**src/rtl/memory_controller.sv**
```systemverilog
// Byte-wide RAM/IO port sequencer shared by instruction fetch and the load/store buffer.
// Splits requests into byte accesses, reassembles little-endian reads, arbitrates round-robin.
module memory_controller (
    input  logic        clk_in,
    input  logic        rst_in,
    input  logic        rdy_in,
    input  logic        clear_signal,
    input  logic        io_buffer_full,
    input  logic [7:0]  mem_din,
    output logic [7:0]  mem_dout,
    output logic [31:0] mem_a,
    output logic        mem_wr,
    input  logic        if_signal,
    input  logic [31:0] if_addr,
    output logic        if_done,
    output logic [31:0] if_data,
    input  logic        lsb_signal,
    input  logic        lsb_wr,
    input  logic [1:0]  lsb_len,
    input  logic [31:0] lsb_addr,
    input  logic [31:0] lsb_din,
    output logic [31:0] lsb_dout,
    output logic        lsb_done
);

    typedef enum logic [1:0] {IDLE, FETCH, LOAD, STORE} state_t;

    state_t      r_state;
    logic [2:0]  r_cnt;
    logic [2:0]  r_len;
    logic [31:0] r_addr;
    logic [31:0] r_wdata;
    logic [31:0] r_buf;
    logic        r_last_lsb;

    logic        w_io_blocked;
    logic        w_lsb_req;
    logic        w_any_req;
    logic        w_grant_ok;
    logic        w_pick_lsb;
    logic [2:0]  w_lsb_n;
    logic [2:0]  w_next_cnt;
    logic [31:0] w_next_addr;
    logic        w_last_present;
    logic [1:0]  w_cap_idx;
    logic [31:0] w_rbuf_next;
    logic [7:0]  w_wr_byte;

    // A store to the UART window cannot start while its output buffer is full.
    assign w_io_blocked   = lsb_wr && (lsb_addr[17:16] == 2'b11) && io_buffer_full;
    assign w_lsb_req      = lsb_signal && !w_io_blocked;
    assign w_any_req      = if_signal || w_lsb_req;
    assign w_grant_ok     = !if_done && !lsb_done && !clear_signal;
    assign w_pick_lsb     = w_lsb_req && (!if_signal || !r_last_lsb);
    assign w_lsb_n        = (lsb_len == 2'b00) ? 3'd1 : ((lsb_len == 2'b01) ? 3'd2 : 3'd4);
    assign w_next_cnt     = r_cnt + 3'd1;
    assign w_next_addr    = r_addr + 32'(w_next_cnt);
    assign w_last_present = (w_next_cnt == r_len);
    assign w_cap_idx      = 2'(r_cnt - 3'd1);

    // Read data arriving now belongs to the byte presented two edges earlier.
    always_comb begin
        w_rbuf_next = r_buf;
        if (r_cnt != 3'd0) begin
            case (w_cap_idx)
                2'd0: w_rbuf_next[7:0]   = mem_din;
                2'd1: w_rbuf_next[15:8]  = mem_din;
                2'd2: w_rbuf_next[23:16] = mem_din;
                2'd3: w_rbuf_next[31:24] = mem_din;
            endcase
        end
    end

    always_comb begin
        w_wr_byte = r_wdata[7:0];
        case (w_next_cnt[1:0])
            2'd0: w_wr_byte = r_wdata[7:0];
            2'd1: w_wr_byte = r_wdata[15:8];
            2'd2: w_wr_byte = r_wdata[23:16];
            2'd3: w_wr_byte = r_wdata[31:24];
        endcase
    end

    always_ff @(posedge clk_in or posedge rst_in) begin
        if (rst_in) begin
            r_state    <= IDLE;
            r_cnt      <= 3'd0;
            r_len      <= 3'd0;
            r_addr     <= 32'd0;
            r_wdata    <= 32'd0;
            r_buf      <= 32'd0;
            r_last_lsb <= 1'b1;
            mem_a      <= 32'd0;
            mem_dout   <= 8'd0;
            mem_wr     <= 1'b0;
            if_done    <= 1'b0;
            if_data    <= 32'd0;
            lsb_done   <= 1'b0;
            lsb_dout   <= 32'd0;
        end else if (rdy_in) begin
            if_done  <= 1'b0;
            lsb_done <= 1'b0;
            case (r_state)
                IDLE: begin
                    if (w_grant_ok && w_any_req) begin
                        r_cnt <= 3'd0;
                        r_buf <= 32'd0;
                        if (w_pick_lsb) begin
                            r_last_lsb <= 1'b1;
                            r_addr     <= lsb_addr;
                            r_len      <= w_lsb_n;
                            r_wdata    <= lsb_din;
                            mem_a      <= lsb_addr;
                            if (lsb_wr) begin
                                r_state  <= STORE;
                                mem_dout <= lsb_din[7:0];
                                mem_wr   <= 1'b1;
                            end else begin
                                r_state <= LOAD;
                                mem_wr  <= 1'b0;
                            end
                        end else begin
                            r_last_lsb <= 1'b0;
                            r_addr     <= if_addr;
                            r_len      <= 3'd4;
                            mem_a      <= if_addr;
                            mem_wr     <= 1'b0;
                            r_state    <= FETCH;
                        end
                    end
                end
                FETCH, LOAD: begin
                    if (clear_signal) begin
                        r_state <= IDLE;
                        r_cnt   <= 3'd0;
                        mem_a   <= 32'd0;
                    end else begin
                        r_buf <= w_rbuf_next;
                        if (r_cnt == r_len) begin
                            r_state <= IDLE;
                            r_cnt   <= 3'd0;
                            if (r_state == FETCH) begin
                                if_done <= 1'b1;
                                if_data <= w_rbuf_next;
                            end else begin
                                lsb_done <= 1'b1;
                                lsb_dout <= w_rbuf_next;
                            end
                        end else begin
                            r_cnt <= w_next_cnt;
                            // Park the address after the last byte so no stray IO read fires.
                            mem_a <= w_last_present ? 32'd0 : w_next_addr;
                        end
                    end
                end
                STORE: begin
                    if (w_last_present) begin
                        r_state  <= IDLE;
                        r_cnt    <= 3'd0;
                        mem_wr   <= 1'b0;
                        mem_a    <= 32'd0;
                        lsb_done <= 1'b1;
                    end else begin
                        r_cnt    <= w_next_cnt;
                        mem_a    <= w_next_addr;
                        mem_dout <= w_wr_byte;
                    end
                end
                default: r_state <= IDLE;
            endcase
        end
    end

endmodule

```
**config.mk**
```make
export PLATFORM = sky130hd
export DESIGN_NAME = memory_controller
export DESIGN_NICKNAME = d
export VERILOG_FILES = /design/src/rtl/memory_controller.sv
export SDC_FILE = /design/constraint.sdc
export NUM_CORES = 1
export LEC_CHECK = 0
export BUFFER_PORTS_ARGS = -buffer_cell sky130_fd_sc_hd__buf_2
export CORE_MARGIN = 4
export CORE_UTILIZATION = 44
export CTS_BUF_LIST = sky130_fd_sc_hd__clkbuf_2 sky130_fd_sc_hd__clkbuf_4 sky130_fd_sc_hd__clkbuf_8
export DETAILED_ROUTE_END_ITERATION = 16
export PLACE_DENSITY = 0.76
export SETUP_SLACK_MARGIN = 0.2
export SYNTH_ARGS = -nofsm -noshare
export SYNTH_HDL_FRONTEND = slang
export SYNTH_SLANG_ARGS = --single-unit
```
**constraint.sdc**
```tcl
create_clock -name clk_in -period 8.64 [get_ports clk_in]
set_clock_uncertainty 0.05 [all_clocks]
set_input_delay 0.432 -clock clk_in [delete_from_list [all_inputs] [get_ports clk_in]]
set_output_delay 0.432 -clock clk_in [all_outputs]
set_load 0.02 [all_outputs]
```
# Yosys cells after proc, flatten, opt, wreduce, memory -nomap -nowiden
# Index checks and enable logic that the tools add are counted.
dict set report totals {
  input_bits 114
  word_cells 123
  ff_bits 212
  output_inout_bits 107
}
dict set report op_classes {
  addsub 3
  n_bitwise 2
  n_eq_ne 21
  n_reduce_logical 33
  muxes 50
}
# operator count
set ops {}
lappend ops {{$mux 32} 8}
lappend ops {{$pmux 32 s3} 1}
lappend ops {{$mux 8} 8}
lappend ops {{$pmux 32 s2} 1}
lappend ops {{$add 32x3->32} 1}
lappend ops {{$pmux 8 s4} 1}
lappend ops {{$mux 3} 7}
lappend ops {{$pmux 8 s2} 1}
lappend ops {{$reduce_and 4->1} 4}
lappend ops {{$eq 2x2->1 const B} 7}
lappend ops {{$mux 1} 14}
lappend ops {{$ne 2x2->1 const B} 6}
lappend ops {{$mux 2} 5}
lappend ops {{$reduce_and 5->1} 2}
lappend ops {{$pmux 3 s3} 1}
lappend ops {{$eq 2x1->1 const B} 4}
lappend ops {{$logic_not 2->1} 4}
lappend ops {{$logic_and 1x1->1} 7}
lappend ops {{$eq 3x3->1} 2}
lappend ops {{$logic_not 1->1} 6}
lappend ops {{$ne 3x3->1 const B} 2}
lappend ops {{$pmux 2 s3} 1}
lappend ops {{$reduce_and 3->1} 2}
lappend ops {{$reduce_and 6->1} 1}
lappend ops {{other kinds (9)} 13}

# Longest topological paths before layout
# Gate-level depths: netlist of the first run.
dict set report depth {
  word_depth 9
  ltp_mapped 10
  mapped_depth_nobuf 8
}

# Worst setup path after synthesis of the first run
# No wires, ideal clock.
dict set report synth_path {
  kind {reg-to-reg}
  startpoint {register r_cnt[0]}
  endpoint {register mem_a[31]}
  path_buffers 1
  required_ps 8464
  period_less_slack_ps 2722
  slack_ps 5918
  setup_time_ps 126
  stages_incl_launch_ff 10
  arrival_ps 2546
  path_cell_list {dfrtp_1 > ha_1 > clkbuf_1 > xor2_1 > ha_1 > o21ai_0 > nor2_1 > nand3_1 > o311a_1 > o32a_1}
}
dict set report synth_via {
  elab_chain_len 6
  elab_cells_between_ends 10
  cone_classes {add/sub (2); eq/ne (3); mux (4); reduce/logical (1)}
}
# item line
set synth_rtl {}
lappend synth_rtl {{start: declaration} 29} ;# logic [2:0] r_cnt;
lappend synth_rtl {{start signal: assignment} 150} ;# r_cnt <= w_next_cnt;
lappend synth_rtl {{start signal: assignment} 164} ;# r_cnt <= w_next_cnt;
lappend synth_rtl {{$add 3x1->3} 56} ;# assign w_next_cnt = r_cnt + 3'd1;
lappend synth_rtl {{$add 32x3->32 or $eq 3x3->1 (tied branches)} {57, 58}}
lappend synth_rtl {{$mux 32} {152, 157}}
lappend synth_rtl {{$mux 32} 139} ;# if (r_cnt == r_len) begin
lappend synth_rtl {{$mux 32} 133} ;# if (clear_signal) begin
lappend synth_rtl {{$pmux 32 s3} 103} ;# case (r_state)
lappend synth_rtl {{end signal: assignment} 113} ;# mem_a <= lsb_addr;
lappend synth_rtl {{end signal: assignment} 152} ;# mem_a <= w_last_present ? 32'd0 : w_next_addr;
lappend synth_rtl {{end signal: assignment} 165} ;# mem_a <= w_next_addr;
lappend synth_rtl {{end: declaration} 11} ;# output logic [31:0] mem_a,
# Parallel ways exist; a longest one is shown, timed or not. The select of a mux whose other input is x is not followed.
# A chain may end at the register's enable or synchronous reset.

# Final worst setup path of the first run
dict set report layout_path {
  startpoint {register r_cnt[0]}
  endpoint {register mem_a[16]}
}
# The elaborated chain is that of the path after synthesis.

==> results of run 1 <==
metrics by stage:
stage / cells / hold slack [ns] / setup WS (ns)
final: 1489 / 0.06873 / 5.235
after global routing: 1489 / 0.06033 / 5.023
after global placement: 1425 / 0.4056 / 5.398
after detailed placement: 1425 / 0.4099 / 5.286
after CTS: 1489 / 0.05267 / 5.253
after floorplan: 950 / 0.3998 / 2.365
worst register-to-register path: cells and delay by family, from the launching register on:
kind	cells	cell delay [ns]
xor+xnor	1	0.18
flops	1	0.47
simple gates	1	0.56
fa+ha+maj	2	1.02
compound gates	4	0.94
cells by family (layout without fill, tap and decap cells):
family | after synthesis | after routing | share of synthesized area, %
AO/OA/AOI/OAI | 241 | 241 | 16.68
XOR/XNOR | 28 | 28 | 2.520
adder cells (fa/ha/maj) | 15 | 15 | 1.899
buffers and inverters | 81 | 307 | 3.895
flip-flops | 212 | 212 | 51.63
multiplexers | 112 | 112 | 11.61
AND/OR/NAND/NOR | 261 | 261 | 11.77
cell usage after synthesis, types with 2 or more instances:
cell type                  instances  area, um^2
sky130_fd_sc_hd__dfrtp_1         211        5280
sky130_fd_sc_hd__nand2_1         117       439.2
sky130_fd_sc_hd__nor2_1           70       262.8
sky130_fd_sc_hd__mux2_2           58       653.1
sky130_fd_sc_hd__mux2i_1          54       540.5
sky130_fd_sc_hd__o21ai_0          47       235.2
sky130_fd_sc_hd__a21oi_1          43       215.2
sky130_fd_sc_hd__a32o_1           32       320.3
sky130_fd_sc_hd__o21ai_2          28       245.2
sky130_fd_sc_hd__clkbuf_1         26       97.59
sky130_fd_sc_hd__o21a_1           23       172.7
sky130_fd_sc_hd__o22ai_1          16       100.1
sky130_fd_sc_hd__xnor2_1          16       140.1
sky130_fd_sc_hd__buf_2            15       75.07
sky130_fd_sc_hd__inv_1            15       56.30
sky130_fd_sc_hd__ha_1             14       175.2
sky130_fd_sc_hd__nand3_1          14       70.07
sky130_fd_sc_hd__nor3_1           14       70.07
sky130_fd_sc_hd__xor2_1           11       96.34
sky130_fd_sc_hd__nand4_1          10       62.56
sky130_fd_sc_hd__a21o_1            9       67.56
sky130_fd_sc_hd__buf_1             9       33.78
sky130_fd_sc_hd__a222oi_1          8       80.08
sky130_fd_sc_hd__buf_6             7       78.83
sky130_fd_sc_hd__nor4_1            7       43.79
sky130_fd_sc_hd__o221ai_1          7       61.31
sky130_fd_sc_hd__buf_4             6       45.04
sky130_fd_sc_hd__a221oi_1          4       35.03
sky130_fd_sc_hd__a31oi_1           4       25.02
sky130_fd_sc_hd__and3_1            4       25.02
sky130_fd_sc_hd__and4_1            4       35.03
sky130_fd_sc_hd__o21ai_1           4       20.02
sky130_fd_sc_hd__a211oi_1          3       22.52
sky130_fd_sc_hd__nand2b_1          3       18.77
sky130_fd_sc_hd__and2_1            2       12.51
sky130_fd_sc_hd__clkbuf_2          2       10.01
sky130_fd_sc_hd__nor3_4            2       32.53
sky130_fd_sc_hd__nor4_2            2       25.02
sky130_fd_sc_hd__o211ai_1          2       15.01
sky130_fd_sc_hd__o31ai_1           2       15.01
sky130_fd_sc_hd__o41ai_1           2       17.52
sky130_fd_sc_hd__or3_1             2       12.51
sky130_fd_sc_hd__or4_1             2       15.01
layout make-up:
type	count	area share, %
clock buffer	60	5.824
clock inverter	4	0.2350
inverter	16	0.5518
multi-input combinational	657	37.44
sequential	212	43.33
tap	313	3.198
timing repair buffer	227	9.421
per-layer routing:
metal | vias to the layer above | GRT usage, % | wire length [um]
met3 | 54 | 4.054 | 1552
met5 | - | 0 | 13
met1 | 3902 | 27.12 | 11540
met2 | 248 | 32.16 | 12470
met4 | 2 | 6.979 | 707
li1 | 3858 | - | -
worst min-delay path by stage:
stage	startpoint	end	slack (ns)	cells past startpoint
after floorplan	r_addr[0]	r_addr[0]	0.40	2
after global placement	lsb_dout[25]	lsb_dout[25]	0.41	2
after detailed placement	lsb_dout[14]	lsb_dout[14]	0.41	2
after CTS	lsb_len[0]	r_len[0]	0.05	2
after global routing	lsb_din[8]	r_wdata[8]	0.06	2
final	rst_in	lsb_dout[5]	0.07	2
sequential cells by signal, summed over array words and instances, names as in the netlist, 2 cells and up:
register and count:
mem_a 32, r_addr 32, r_buf 32, if_data 32, r_state 2, mem_dout 8
r_wdata 32, r_len 3, lsb_dout 32, r_cnt 3
power by group:
part	internal [mW]	switching, mW	total [mW]	leakage (nW)
Combinational	0.617	1.01	1.63	2.81
Sequential	1.36	0.263	1.63	2.70
Clock	0.521	0.395	0.916	0.393
Total	2.50	1.67	4.17	5.90
==> run metrics, run 1 <==
1st-iter DRT viols=676; detailed-route DRC error count=0; critical path endpoint category=flop; via count=8064; ys async rst share=100.0%; Starting Density=45.12%; Routed Wire Length=26280 um; final setup violating endpoints=0; overflow left after global routing=0; Worst Reg2Reg Path Length in Cells=8; placement row count=55; net count after synthesis=1079; overall track demand over capacity in global routing=19.99%; fill cell total of the finished layout=2049; WP data arrival=3.71 ns; via count of the first global-routing pass=8116; leading cell types in the layout, fill and taps excluded=220 x sky130_fd_sc_hd__buf_2, 211 x sky130_fd_sc_hd__dfrtp_1, 117 x sky130_fd_sc_hd__nand2_1; transition at the pin with the smallest max-transition slack=1.136 ns; Worst path top cell family by delay=adder cells; largest net degree at the start of global routing=143; placed wire-length estimate after detailed placement=18490 um; wire length of the first global-routing pass=42520 um; routability congestion estimate=0.8364; final hold viol count=0; Crit path depth=8; H-tree depth reported by CTS=2; worst IR drop on VDD=0.0001637 V; register clock-pin slew on the reported worst setup and hold paths=0.06 ns; result of the run=finished, final reports clean; EDFF count, synth=0; Highest Clock Rate=0.2936 GHz; leakage power=5.903 nW; crit path time final=3.405 ns; Post-Layout Inst Area=12250 um^2; clock latency reported for the late side of the worst-skew pair=0.53 ns; critical path buffer and inverter count=0; clock tree from TritonCTS=yes; Core Region=22780 um^2; worst-path fanout max=21; Port Buffers=220; total negative slack for setup checks=0 ns; commonest register cell after synthesis=sky130_fd_sc_hd__dfrtp_1; CP Launch Type=flop; crit path kind=reg -> reg; cell breakdown of the critical path=ha_1 -> xor2_1 -> ha_1 -> a21o_1 -> nand4_1 -> o21a_1 -> o211ai_1 -> o311ai_0; delay of the slowest cell on the worst path=0.63 ns; launch point of the worst reg-to-reg path=r_cnt[0]; number of iterations in the first detailed-routing pass=5; area occupied by registers=5306 um^2; endpoint of the most critical setup path=mem_a[16]; Resized cells post-CTS=0; count of unique library cells instantiated by Yosys=62; fraction of layout cells with a size suffix above 1=33.50%; total standard cell area after synthesis=10280 um^2; Synth Register Bits=212; Slowest cell on crit path=sky130_fd_sc_hd__ha_1; power density over cell area=340.4 nW/um^2; launch point of the critical path=r_cnt[0]; placement-stage cell area=11500 um^2; number of ports placed on the die boundary=221; Power Total=4.168 mW; sequential share of the synthesized area=51.63%; worst-case register-to-register setup slack=5.23 ns; FF-to-FF End=mem_a[16]; number of buffers inserted to repair setup after CTS=0; clock sink count=212; floorplan die height=160.8 um; Util after Layout=53.76%; total clock buffers created by CTS=37; crit share post-route=39.42%; number of antenna-violating nets in the routed design=0; footprint of the multi-input gates=4584 um^2; initial antenna violation count=1; synthesized area divided by synthesized cell count=10.82 um^2; Req. time, crit path=8.94 ns; most numerous cell on the critical path=sky130_fd_sc_hd__ha_1; most frequent standard cell in the layout excluding fill and tap cells=sky130_fd_sc_hd__buf_2; chip width=160.8 um; class of the most critical hold timing path=in -> async; fin. max-slew vios=0; die area=25870 um^2; Layout area overhead=19.14%; Antenna Cells=0; Clk Tree Root Cell=sky130_fd_sc_hd__clkbuf_8; hold buffer count at CTS=0; layout net count=1280; max cap viols=0; maximum buffer depth of the clock tree=3; routed vias/inst=5.416; setup repair after global routing missed its margin=no; Routed wire per std cell=17.65 um; Yosys Warn Count=0; Post-Synthesis Cells=950; worst rel slew slack=24.23%
(Power assumes the default switching activity.)
==> run 2, diff against run 1 <==
--- a/config.mk
+++ b/config.mk
@@ -5,12 +5,13 @@
 export SDC_FILE = /design/constraint.sdc
 export NUM_CORES = 1
 export LEC_CHECK = 0
+export ABC_AREA = 1
 export BUFFER_PORTS_ARGS = -buffer_cell sky130_fd_sc_hd__buf_2
 export CORE_MARGIN = 4
 export CORE_UTILIZATION = 44
 export CTS_BUF_LIST = sky130_fd_sc_hd__clkbuf_2 sky130_fd_sc_hd__clkbuf_4 sky130_fd_sc_hd__clkbuf_8
 export DETAILED_ROUTE_END_ITERATION = 16
-export PLACE_DENSITY = 0.76
+export PLACE_DENSITY = 0.78
 export SETUP_SLACK_MARGIN = 0.2
 export SYNTH_ARGS = -nofsm -noshare
 export SYNTH_HDL_FRONTEND = slang
==> constraint.sdc (replaced) <==
create_clock -name clk_in -period 3.12 [get_ports clk_in]
set_clock_uncertainty 0.05 [all_clocks]
set_input_delay 0.156 -clock clk_in [delete_from_list [all_inputs] [get_ports clk_in]]
set_output_delay 0.156 -clock clk_in [all_outputs]
set_load 0.02 [all_outputs]
==> run 2 against run 1 <==
- utilization increased by 3.3 points
- final area up 14%
- setup slack lost 4.8 ns
- sequential share of layout area is 5.2 points lower
- cell count is 45% higher
- sequential cell count unchanged
- sequential power rose to 2.6 times the previous value
- hold slack lost 0.049 ns
- die area grew 6.0%
- clock power grew to 2.7 times the previous value
- register-to-register slack got worse by 4.8 ns
- power grew to 2.6 times the previous value
==> run metrics, run 2 <==
total negative slack for setup checks=0 ns; Sw Pwr=4.439 mW; die area=27430 um^2; FF-to-FF End=mem_a[10]; Req. time, crit path=3.49 ns; setup repair after global routing missed its margin=no; worst hold path cell count=7; launch point of the worst reg-to-reg path=r_cnt[0]; Core Region=24390 um^2; leakage power=7.562 nW; cell breakdown of the critical path=inv_1 -> ha_1 -> fa_1 -> nand2_1 -> nand2_1 -> nand3_1 -> nor2_1 -> or2_2 -> nand3_1 -> nand2_1 -> nand2_1 -> nand2_1; total clock buffers created by CTS=36; number of buffers inserted to repair setup after CTS=0; number of antenna-violating nets in the routed design=0; sequential share of the synthesized area=48.54%; post-placement setup slack=0.4299 ns; fin. max-slew vios=0; worst-case register-to-register setup slack=0.46 ns; 1st-iter DRT viols=821; H-tree depth reported by CTS=2; Routed Wire Length=33200 um; power density over cell area=765.7 nW/um^2; overflow left after global routing=0; Reg power frac=39.6%; number of iterations in the first detailed-routing pass=5; transition at the pin with the smallest max-transition slack=1.065 ns; crit share post-route=85.14%; Post-Layout Inst Area=13910 um^2; worst hold path startpoint=if_addr[24]; total standard cell area after synthesis=10930 um^2; leading cell types in the layout, fill and taps excluded=777 x sky130_fd_sc_hd__nand2_1, 220 x sky130_fd_sc_hd__buf_2, 211 x sky130_fd_sc_hd__dfrtp_1; layout net count=1942; Port Buffers=220; largest area contributor in the synthesized netlist=sky130_fd_sc_hd__dfrtp_1; critical path endpoint category=flop; list of most frequent post-synthesis cells=777 x sky130_fd_sc_hd__nand2_1, 211 x sky130_fd_sc_hd__dfrtp_1, 140 x sky130_fd_sc_hd__o21ai_0; initial antenna violation count=0; most frequent standard cell in the layout excluding fill and tap cells=sky130_fd_sc_hd__nand2_1; synthesized area divided by synthesized cell count=7.226 um^2; Antenna Cells=0; top area cells in the synthesized netlist=sky130_fd_sc_hd__dfrtp_1 48%, sky130_fd_sc_hd__nand2_1 27%, sky130_fd_sc_hd__o21ai_0 6.4%; Sw Share=41.68%; Clk Tree Root Cell=sky130_fd_sc_hd__clkbuf_8; Layout area overhead=27.24%; launch point of the critical path=r_cnt[0]; WP data arrival=3.02 ns; placed wire-length estimate after detailed placement=22270 um; final setup violating endpoints=0; WHS Endpoint=mem_a[24]; Routed wire per std cell=15.38 um; result of the run=finished, final reports clean; net count after synthesis=1642; Post-Synthesis Cells=1513; clock tree from TritonCTS=yes; fraction of layout cells with a size suffix above 1=17.82%; setup slack after layout=0.4638 ns; Yosys Warn Count=0; WHS=0.01989 ns; register clock-pin slew on the reported worst setup and hold paths=0.06 ns; routed vias/inst=5.088; via count of the first global-routing pass=10742; CP Launch Type=flop; share of power burned in the clock network=23.5%; wire length of the first global-routing pass=54450 um; placement row count=57; overall track demand over capacity in global routing=23.61%; Starting Density=44.82%; clock sink count=212; worst IR drop on VDD=0.0004804 V; routability congestion estimate=0.9088; combinational group share of total power=36.9%; Synth Register Bits=212; share of Yosys cell area claimed by the top area cell type=48.29%; Worst Reg2Reg Path Length in Cells=12; maximum buffer depth of the clock tree=3; max cap viols=0; crit path kind=reg -> reg; placement-stage cell area=12250 um^2; most numerous cell on the critical path=sky130_fd_sc_hd__nand2_1; Highest Clock Rate=0.3765 GHz; Slowest cell on crit path=sky130_fd_sc_hd__dfrtp_1; floorplan die height=165.6 um; crit path time final=2.656 ns; internal power summed over all cells=6.212 mW; worst rel slew slack=28.93%; final hold viol count=0; number of ports placed on the die boundary=221; largest net degree at the start of global routing=75; via count=10985; EDFF count, synth=0; ys async rst share=100.0%; Power Total=10.65 mW; worst-path fanout max=7; chip width=165.6 um; commonest register cell after synthesis=sky130_fd_sc_hd__dfrtp_1; class of the most critical hold timing path=in -> reg; clock latency reported for the late side of the worst-skew pair=0.54 ns; count of unique library cells instantiated by Yosys=35; most repeated cell in the gate-level netlist after synthesis=sky130_fd_sc_hd__nand2_1; detailed-route DRC error count=0; delay of the slowest cell on the worst path=0.49 ns
-- run 2: logic make-up after synthesis --
kind of cell | synth area share [%]
AND/OR/NAND/NOR | 35.37
flip-flops | 48.54
AO/OA/AOI/OAI | 7.462
XOR/XNOR | 1.030
adder cells (fa/ha/maj) | 1.785
buffers and inverters | 5.814
-- run 2: area by class of cell --
class | instances | area (um^2)
clock buffers | 51 | 658.1
well taps | 324 | 405.4
repair buffers | 331 | 2197
multi-input cells | 1154 | 4994
fillers | 2253 | 10480
clock inverters | 9 | 53.80
flip-flops and latches | 212 | 5306
inverters | 78 | 296.5
-- run 2: timing repair --
action	in CTS	in global routing
hold buffers	95	0
hold endpoints to repair	108	0
gates resized for setup	0	1
endpoints found under the setup margin	0	3
-- run 2: worst max path at each step --
stage | end | depth (start not counted) | slack [ns]
after floorplan | if_data[0] | 1 | 0.16
after global placement | mem_a[22] | 15 | 0.55
after detailed placement | mem_a[30] | 14 | 0.43
after CTS | mem_a[18] | 15 | 0.42
after global routing | mem_a[10] | 12 | 0.28
final | mem_a[10] | 12 | 0.46
-- run 2: routing by layer --
| layer | part of all wire, % | vias to the layer above | wire length (um) | global-route usage, % |
|---|---|---|---|---|
| met2 | 47 | 447 | 15710 | 39.17 |
| met4 | 3.1 | 0 | 1017 | 7.712 |
| met5 | 0 | - | 0 | 0 |
| met3 | 7.0 | 75 | 2328 | 4.314 |
| li1 | - | 5340 | - | - |
| met1 | 43 | 5123 | 14140 | 31.55 |
-- run 2: critical path: cells and delay by family (launching register included) --
kind | cells | cell delay [ns]
AND/OR/NAND/NOR | 9 | 0.97
adder cells (fa/ha/maj) | 2 | 0.86
flip-flops | 1 | 0.49
buffers and inverters | 1 | 0.18
-- run 2: power groups by stage --
| stage | Combinational (mW) | Sequential (mW) | Clock, mW |
|---|---|---|---|
| 6_report | 3.93 | 4.22 | 2.51 |
| 5_1_grt | 4.39 | 4.32 | 2.67 |
| 4_1_cts | 3.91 | 4.21 | 2.55 |
| 3_5_place_dp | 3.76 | 4.23 | 0 |
| 3_3_place_gp | 3.66 | 4.22 | 0 |
| 2_1_floorplan | 2.33 | 4.45 | 0 |
-- run 2: per-stage QoR --
stage | instances | util, %
2_1_floorplan | 1513 | -
3_3_place_gp | 2004 | 50.21
3_5_place_dp | 2004 | 50.21
4_1_cts | 2159 | 57.02
5_1_grt | 2159 | 57.03
6_report | 2159 | 57.03
==> run 3, diff against run 2 <==
--- a/config.mk
+++ b/config.mk
@@ -5,11 +5,11 @@
 export SDC_FILE = /design/constraint.sdc
 export NUM_CORES = 1
 export LEC_CHECK = 0
-export ABC_AREA = 1
 export BUFFER_PORTS_ARGS = -buffer_cell sky130_fd_sc_hd__buf_2
 export CORE_MARGIN = 4
 export CORE_UTILIZATION = 44
 export CTS_BUF_LIST = sky130_fd_sc_hd__clkbuf_2 sky130_fd_sc_hd__clkbuf_4 sky130_fd_sc_hd__clkbuf_8
+export CTS_CLUSTER_DIAMETER = 200
 export DETAILED_ROUTE_END_ITERATION = 16
 export PLACE_DENSITY = 0.78
 export SETUP_SLACK_MARGIN = 0.2
==> run 3 against run 2 <==
- utilization is 2.3 points higher
- final area shrank 2.8%
- combinational power increased by 23%
- via count is 20% lower
- cell count shrank 25%
- sequential power rose by 7.3%
- critical path depth down 4
- register-to-register slack lost 0.06 ns
- wire length decreased by 11%
- maximum frequency shrank 2.3%
- setup slack got worse by 0.064 ns
- largest cell class unchanged
- largest power group is now combinational cells
- highest routed layer unchanged
==> run metrics, run 3 (synthesis results as in run 1) <==
transition at the pin with the smallest max-transition slack=0.8885 ns; WP data arrival=3.04 ns; via count of the first global-routing pass=9057; Req. time, crit path=3.44 ns; total clock buffers created by CTS=36; clock tree from TritonCTS=yes; via count=8836; setup slack after layout=0.4001 ns; final hold viol count=0; number of antenna-violating nets in the routed design=0; register clock-pin slew on the reported worst setup and hold paths=0.06 ns; Routed Wire Length=29430 um; Clk Tree Root Cell=sky130_fd_sc_hd__clkbuf_8; number of ports placed on the die boundary=221; fraction of layout cells with a size suffix above 1=31.30%; placed wire-length estimate after detailed placement=18830 um; Core Region=22780 um^2; Highest Clock Rate=0.3677 GHz; Power Total=11.96 mW; worst IR drop on VDD=0.0004491 V; fin. max-slew vios=0; overflow left after global routing=0; H-tree depth reported by CTS=2; WHS=0.03343 ns; placement row count=55; crit path kind=reg -> reg; leakage power=6.447 nW; max cap viols=0; launch point of the worst reg-to-reg path=r_state[0]; number of iterations in the first detailed-routing pass=5; worst hold path startpoint=if_addr[3]; Util after Layout=59.35%; cell breakdown of the critical path=inv_1 -> ha_1 -> nand2b_1 -> or4_4 -> or3_2 -> buf_4 -> nand2_1 -> o21ai_2; most frequent standard cell in the layout excluding fill and tap cells=sky130_fd_sc_hd__buf_2; total negative slack for setup checks=0 ns; Starting Density=45.12%; critical path endpoint category=flop; delay of the slowest cell on the worst path=0.46 ns; worst rel slew slack=40.61%; CP Launch Type=flop; overall track demand over capacity in global routing=22.37%; 1st-iter DRT viols=739; Slowest cell on crit path=sky130_fd_sc_hd__or4_4; clock sink count=212; Layout area overhead=31.52%; setup repair after global routing missed its margin=no; clock latency reported for the late side of the worst-skew pair=0.52 ns; Routed wire per std cell=18.26 um; die area=25870 um^2; layout net count=1402; Port Buffers=220; initial antenna violation count=2; detailed-route DRC error count=0; final setup violating endpoints=0; largest net degree at the start of global routing=73; maximum buffer depth of the clock tree=3; post-placement setup slack=0.2224 ns; crit share post-route=87.18%; routed vias/inst=5.481; floorplan die height=160.8 um; routability congestion estimate=0.8278; leading cell types in the layout, fill and taps excluded=220 x sky130_fd_sc_hd__buf_2, 211 x sky130_fd_sc_hd__dfrtp_1, 117 x sky130_fd_sc_hd__nand2_1; result of the run=finished, final reports clean; launch point of the critical path=r_state[0]; wire length of the first global-routing pass=47580 um; class of the most critical hold timing path=in -> reg; chip width=160.8 um; power density over cell area=884.8 nW/um^2; worst-path fanout max=64; crit path time final=2.720 ns
==> run 3: timing repair <==
item                                    in CTS  in global routing
resized for setup                            0                  2
hold buffers                               109                  0
buffers inserted                             1                  0
endpoints found under the setup margin       3                 29
endpoints found under the hold margin      129                  0
pin swaps                                    1                  0
==> run 3: layer usage <==
| layer | vias to the layer above | global-route usage, % | wire length [um] |
|---|---|---|---|
| met5 | - | 0 | 0 |
| met4 | 0 | 9.965 | 1094 |
| met3 | 85 | 3.798 | 1762 |
| met2 | 359 | 36.99 | 14330 |
| met1 | 4294 | 29.06 | 12250 |
| li1 | 4098 | - | - |
==> run 3: critical path, delay by kind of cell (launching register included) <==
| kind | cells | cell delay (ns) |
|---|---|---|
| AOI/OAI and AO/OA | 1 | 0.08 |
| adders and majority gates | 1 | 0.30 |
| buffers and inverters | 2 | 0.42 |
| DFF | 1 | 0.40 |
| and+or+nand+nor | 4 | 1.25 |
==> run 3: path summary, 6_finish.rpt <==
path | to | slack [ns] | cells past startpoint
worst max-delay path | lsb_dout[16] | 0.40 | 8
worst min-delay path | mem_a[3] | 0.03 | 4
worst max register to register | lsb_dout[16] | 0.40 | 8
worst min register to register | lsb_dout[26] | 0.42 | 2
max in group asynchronous | lsb_dout[7] | 1.83 | 4
min in group asynchronous | mem_a[27] | 0.26 | 3
==> run 3: final cells by class <==
class / count / area, um^2
Inverter: 16 / 63.81
Multi-Input combinational cell: 657 / 4588
Antenna cell: 2 / 5.005
Tap cell: 313 / 391.6
Fill cell: 1822 / 9260
Timing Repair Buffer: 350 / 2400
Clock inverter: 3 / 20.02
Clock buffer: 59 / 743.2
Sequential cell: 212 / 5306
==> run 3: report_power, final <==
group	switching [mW]	internal [mW]
clock network	1.11	1.50
logic	2.92	1.91
registers	0.753	3.77
==> run 3: through the flow <==
| stage | instance area (um^2) | cells |
|---|---|---|
| 3_3_place_gp | 11630 | 1438 |
| 5_1_grt | 13520 | 1612 |
| 2_1_floorplan | 10280 | 950 |
| 6_report | 13520 | 1612 |
| 4_1_cts | 13500 | 1610 |
| 3_5_place_dp | 11630 | 1438 |
